[src/rtl/aidc_lite_line_out.sv]
// AIDC-Lite line output stage: collects concatenator word writes into a
// line buffer and emits either the compressed line or the raw line.
module aidc_lite_line_out #(
  parameter int NUM_WORDS = 8,
  parameter int WORD_SIZE = 64,
  localparam int AW = $clog2(NUM_WORDS),
  localparam int CW = $clog2(NUM_WORDS + 1),
  localparam int LW = NUM_WORDS * WORD_SIZE
) (
  input  logic                 clk,
  input  logic                 rst_n,
  input  logic                 raw_valid_i,
  output logic                 raw_ready_o,
  input  logic [LW-1:0]        raw_data_i,
  input  logic                 wr_valid_i,
  input  logic [AW-1:0]        wr_addr_i,
  input  logic [WORD_SIZE-1:0] wr_data_i,
  input  logic                 done_i,
  input  logic                 fail_i,
  output logic                 out_valid_o,
  input  logic                 out_ready_i,
  output logic [LW-1:0]        out_data_o,
  output logic                 out_comp_o,
  output logic [CW-1:0]        out_words_o
);

  typedef enum logic [1:0] {
    S_IDLE,
    S_WAIT_BUSY,
    S_WAIT_DONE,
    S_OUT
  } state_e;

  state_e        state_q, state_d;
  logic [LW-1:0] raw_q, raw_d;
  logic [LW-1:0] buf_q, buf_d;
  logic [CW-1:0] max_q, max_d;
  logic          raw_ready_q, raw_ready_d;
  logic          out_valid_q, out_valid_d;
  logic [LW-1:0] out_data_q, out_data_d;
  logic          out_comp_q, out_comp_d;
  logic [CW-1:0] out_words_q, out_words_d;

  logic          capture;
  logic          finish;
  logic          use_raw;
  logic [CW-1:0] wr_cnt;

  always_comb begin
    state_d     = state_q;
    raw_d       = raw_q;
    buf_d       = buf_q;
    max_d       = max_q;
    out_valid_d = out_valid_q;
    out_data_d  = out_data_q;
    out_comp_d  = out_comp_q;
    out_words_d = out_words_q;
    capture     = 1'b0;
    finish      = 1'b0;
    use_raw     = 1'b0;
    wr_cnt      = CW'(wr_addr_i) + CW'(1);

    unique case (state_q)
      S_IDLE: begin
        if (raw_valid_i) begin
          raw_d   = raw_data_i;
          buf_d   = '0;
          max_d   = '0;
          state_d = S_WAIT_BUSY;
        end
      end
      S_WAIT_BUSY: begin
        capture = 1'b1;
        if (!done_i) state_d = S_WAIT_DONE;
      end
      S_WAIT_DONE: begin
        capture = 1'b1;
        if (done_i) begin
          finish  = 1'b1;
          state_d = S_OUT;
        end
      end
      S_OUT: begin
        if (out_ready_i) begin
          out_valid_d = 1'b0;
          state_d     = S_IDLE;
        end
      end
      default: state_d = S_IDLE;
    endcase

    // Word 0 lands in the MSBs of the line.
    if (capture && wr_valid_i) begin
      for (int i = 0; i < NUM_WORDS; i++) begin
        if (wr_addr_i == AW'(i))
          buf_d[LW-1-WORD_SIZE*i -: WORD_SIZE] = wr_data_i;
      end
      if (wr_cnt > max_q) max_d = wr_cnt;
    end

    // An empty compressed line is meaningless, so fall back to raw.
    if (finish) begin
      use_raw     = fail_i || (max_d == '0);
      out_valid_d = 1'b1;
      out_data_d  = use_raw ? raw_q : buf_d;
      out_comp_d  = !use_raw;
      out_words_d = use_raw ? CW'(NUM_WORDS) : max_d;
    end

    raw_ready_d = (state_d == S_IDLE);
  end

  always_ff @(posedge clk) begin
    if (!rst_n) begin
      state_q     <= S_IDLE;
      raw_q       <= '0;
      buf_q       <= '0;
      max_q       <= '0;
      raw_ready_q <= 1'b1;
      out_valid_q <= 1'b0;
      out_data_q  <= '0;
      out_comp_q  <= 1'b0;
      out_words_q <= '0;
    end else begin
      state_q     <= state_d;
      raw_q       <= raw_d;
      buf_q       <= buf_d;
      max_q       <= max_d;
      raw_ready_q <= raw_ready_d;
      out_valid_q <= out_valid_d;
      out_data_q  <= out_data_d;
      out_comp_q  <= out_comp_d;
      out_words_q <= out_words_d;
    end
  end

  assign raw_ready_o = raw_ready_q;
  assign out_valid_o = out_valid_q;
  assign out_data_o  = out_data_q;
  assign out_comp_o  = out_comp_q;
  assign out_words_o = out_words_q;

endmodule

[config.mk]
export PLATFORM = sky130hd
export DESIGN_NAME = aidc_lite_line_out
export DESIGN_NICKNAME = d
export VERILOG_FILES = /design/src/rtl/aidc_lite_line_out.sv
export SDC_FILE = /design/constraint.sdc
export NUM_CORES = 2
export LEC_CHECK = 0
export ABC_CLOCK_PERIOD_IN_PS = 2950
export CORE_AREA = 2 2 434 436
export DETAILED_ROUTE_END_ITERATION = 16
export DIE_AREA = 0 0 436 438
export GPL_ROUTABILITY_DRIVEN = 0
export PLACE_DENSITY = 0.64
export REMOVE_ABC_BUFFERS = 1
export SYNTH_ARGS = -nofsm -noshare
export SYNTH_HDL_FRONTEND = slang
export SYNTH_SLANG_ARGS = --single-unit
[constraint.sdc]
create_clock -name clk -period 2.95 [get_ports clk]
set_input_delay 0.4425 -clock clk [delete_from_list [all_inputs] [get_ports clk]]
set_output_delay 0.4425 -clock clk [all_outputs]
set_load 0.03 [all_outputs]
==> results_dict.tcl <==
set metrics [dict create \
    run_status "complete, no violations" \
    avgSynthCellArea_um2 8.23 \
    finalSetupViolCount 0 \
    synth-seq-cells 1549 \
    grt_pass1_vias 54300 \
    io_buffers 1104 \
    clk_pin_slew_ns 0.06 \
    clockBufferDepth 3 \
    drt_iter0_drc 4324 \
    finalCritPeriodShare_pct 96.2 \
    drv_cap 0 \
    worstPathArrival_ns 3.58 \
    nets 8918 \
    synth_seq_area_share_pct 50.5 \
    finalHoldViolCount 0 \
    syn-cell-area_um2 61400 \
    peakVddDrop_uv 463 \
    cp_max_fo 55 \
    final-max-slew-violation-count 0 \
    cts_tree "built" \
    firstDrtPassIters 6 \
    hpwlAfterDp_um 166000 \
    post_cts.repair.setup_buffers 0 \
    placementRows 159 \
    relSlewSlack_pct 44.8 \
    crit_required_ns 3.70 \
    synth_ff_type "dfxtp_1" \
    die-area_um2 191000 \
    antenna_found_initial 30 \
    grt-ovfl-total 0 \
    grt_usage_pct 23.4 \
    crit_path_end_kind "flip-flop" \
    fin_skew_ns 0.0250 \
    clock_latency_ns 0.82 \
    start_kind "input port" \
    leakage_nw 31.2 \
    synth_edf_count 0 \
    rsz0062_at_grt "false" \
    fin_ws_ns 0.112 \
    via_per_inst 5.08 \
    ios 1105 \
    start_util_pct 32.9 \
    die_h_um 438 \
    vias 55700 \
    route.detailed.drc 0 \
    pre_cts_slack_ns -0.699 \
    final_cell_mix "dfxtp_1, nand2_1, clkdlybuf4s50_1" \
    coreArea_um2 187000 \
    powerDensity_nw_per_um2 582 \
    crit_type "in -> reg" \
    yosysWarnings 0 \
    grt_pass1_wl_um 345000 \
    synthArstFlopShare_pct 0 \
    worst_pin_slew_ns 0.826 \
    root_buffer "clkbuf_16" \
    min_path_type "in -> reg" \
    cts_buffers 166 \
    die_w_um 436 \
    wl_um 235000 \
    clock-sinks 1549 \
    netlist_instances 7453 \
    final_common_cell "dfxtp_1" \
    routedWlPerCell_um 21.4 \
    grt_max_degree 198 \
    drive_gt1_share_pct 6.61 \
    max_freq_mhz 352 \
    synth.distinct_cells 33 \
    fin_crit_ns 2.84 \
    postRouteAntennaNets 0 \
    synthToLayoutAreaGrowth_pct 33.3 \
    rrSetupSlack_ns 0.32 \
    htree_levels 4 \
    tns_ns 0 \
]
critical path, cell delays in order:
cell and delay [ns]:
clkdlybuf4s50_1 0.45, ha_1 0.25, ha_1 0.31, inv_1 0.04, ha_1 0.30, nand4_1 0.11, nand3_1 0.15, a21oi_4 0.20
mux2i_4 0.32, buf_12 0.21, buf_16 0.23, buf_4 0.19, o21ai_0 0.08, o21ai_1 0.17
registers in the layout (all words and copies together), names as in the netlist:
| signal | cells |
|---|---|
| max_q | 4 |
| out_valid_o | 1 |
| out_words_o | 4 |
| state_q | 2 |
| raw_ready_o | 1 |
| raw_q | 512 |
| out_comp_o | 1 |
| out_data_o | 512 |
| buf_q | 512 |
area by class of cell:
type / instances / area [um^2]
fill: 18300 / 105000
sequential: 1549 / 31000
multi-input combinational: 5217 / 27700
timing repair buffer: 1372 / 14200
clock buffer: 242 / 4850
tap: 2495 / 3120
clock inverter: 65 / 831
antenna: 23 / 57.6
inverter: 11 / 41.3
path summary, 6_finish.rpt:
check,startpoint,end,cells past startpoint
max reg2reg,max_q[3],out_data_o[417],11
min,raw_data_i[40],raw_q[40],3
max,wr_addr_i[0],out_data_o[417],14
min reg2reg,out_data_o[266],out_data_o[266],2
metrics by stage:
step | std cells | instance area (um^2) | utilization [%] | hold WS, ns | power (mW)
2_1_floorplan | 6777 | 58600 | - | 0.440 | 24.3
3_3_place_gp | 10600 | 76000 | 40.7 | 0.434 | 26.2
3_5_place_dp | 10600 | 76000 | 40.7 | 0.440 | 26.3
4_1_cts | 11000 | 81700 | 43.8 | 0.123 | 47.9
5_1_grt | 11000 | 81800 | 43.8 | 0.157 | 49.1
6_report | 11000 | 81800 | 43.8 | 0.175 | 47.6
power by group:
part	total [mW]	internal (mW)	switching, mW
Sequential	21.7	21.4	0.277
Clock	21.7	12.7	9.09
Combinational	4.14	1.79	2.34
Total	47.6	35.9	11.7
metal layers:
| metal | up-vias | wire length (um) | global-route usage [%] |
|---|---|---|---|
| met5 | - | 137 | 0 |
| met4 | 20 | 11700 | 11.5 |
| met3 | 507 | 14300 | 4.34 |
| met2 | 1883 | 116000 | 40.7 |
| met1 | 26900 | 93000 | 27.6 |
| li1 | 26400 | - | - |
kinds of logic (layout without fill, tap and decap cells):
group           count (synthesis)  in the layout  share of synthesized area [%]
compound gates               2069           2069                           19.0
simple gates                 3129           3129                           25.5
fa+ha+maj                      15             15                          0.306
mux                             4              4                         0.0856
flops                        1549           1549                           50.5
buf+inv                       687           1690                           4.53
other cells                     0             23                              0
cell usage after synthesis, types with 2 or more instances:
master / instances / area share, %
buf_4: 3 / 0.037
and3_1: 515 / 5.3
ha_1: 15 / 0.31
clkbuf_1: 508 / 3.1
clkbuf_2: 30 / 0.24
mux2i_1: 3 / 0.049
and2_1: 519 / 5.3
nor2b_1: 519 / 5.3
nand2_1: 1548 / 9.5
nand4_1: 4 / 0.041
a21oi_1: 517 / 4.2
nand3_1: 7 / 0.057
buf_2: 122 / 0.99
o21ai_1: 587 / 4.8
o21ai_0: 441 / 3.6
a22oi_1: 2 / 0.024
inv_1: 11 / 0.067
buf_1: 13 / 0.080
nor2_1: 14 / 0.086
a21o_1: 3 / 0.037
dfxtp_1: 1549 / 51
a21boi_0: 512 / 6.3
timing repair:
action,4_1_cts,5_1_grt
hold buffers,0,0
setup endpoints to repair,0,2
gates resized for setup,0,3
Note: power is estimated with default switching activity, not from simulation.
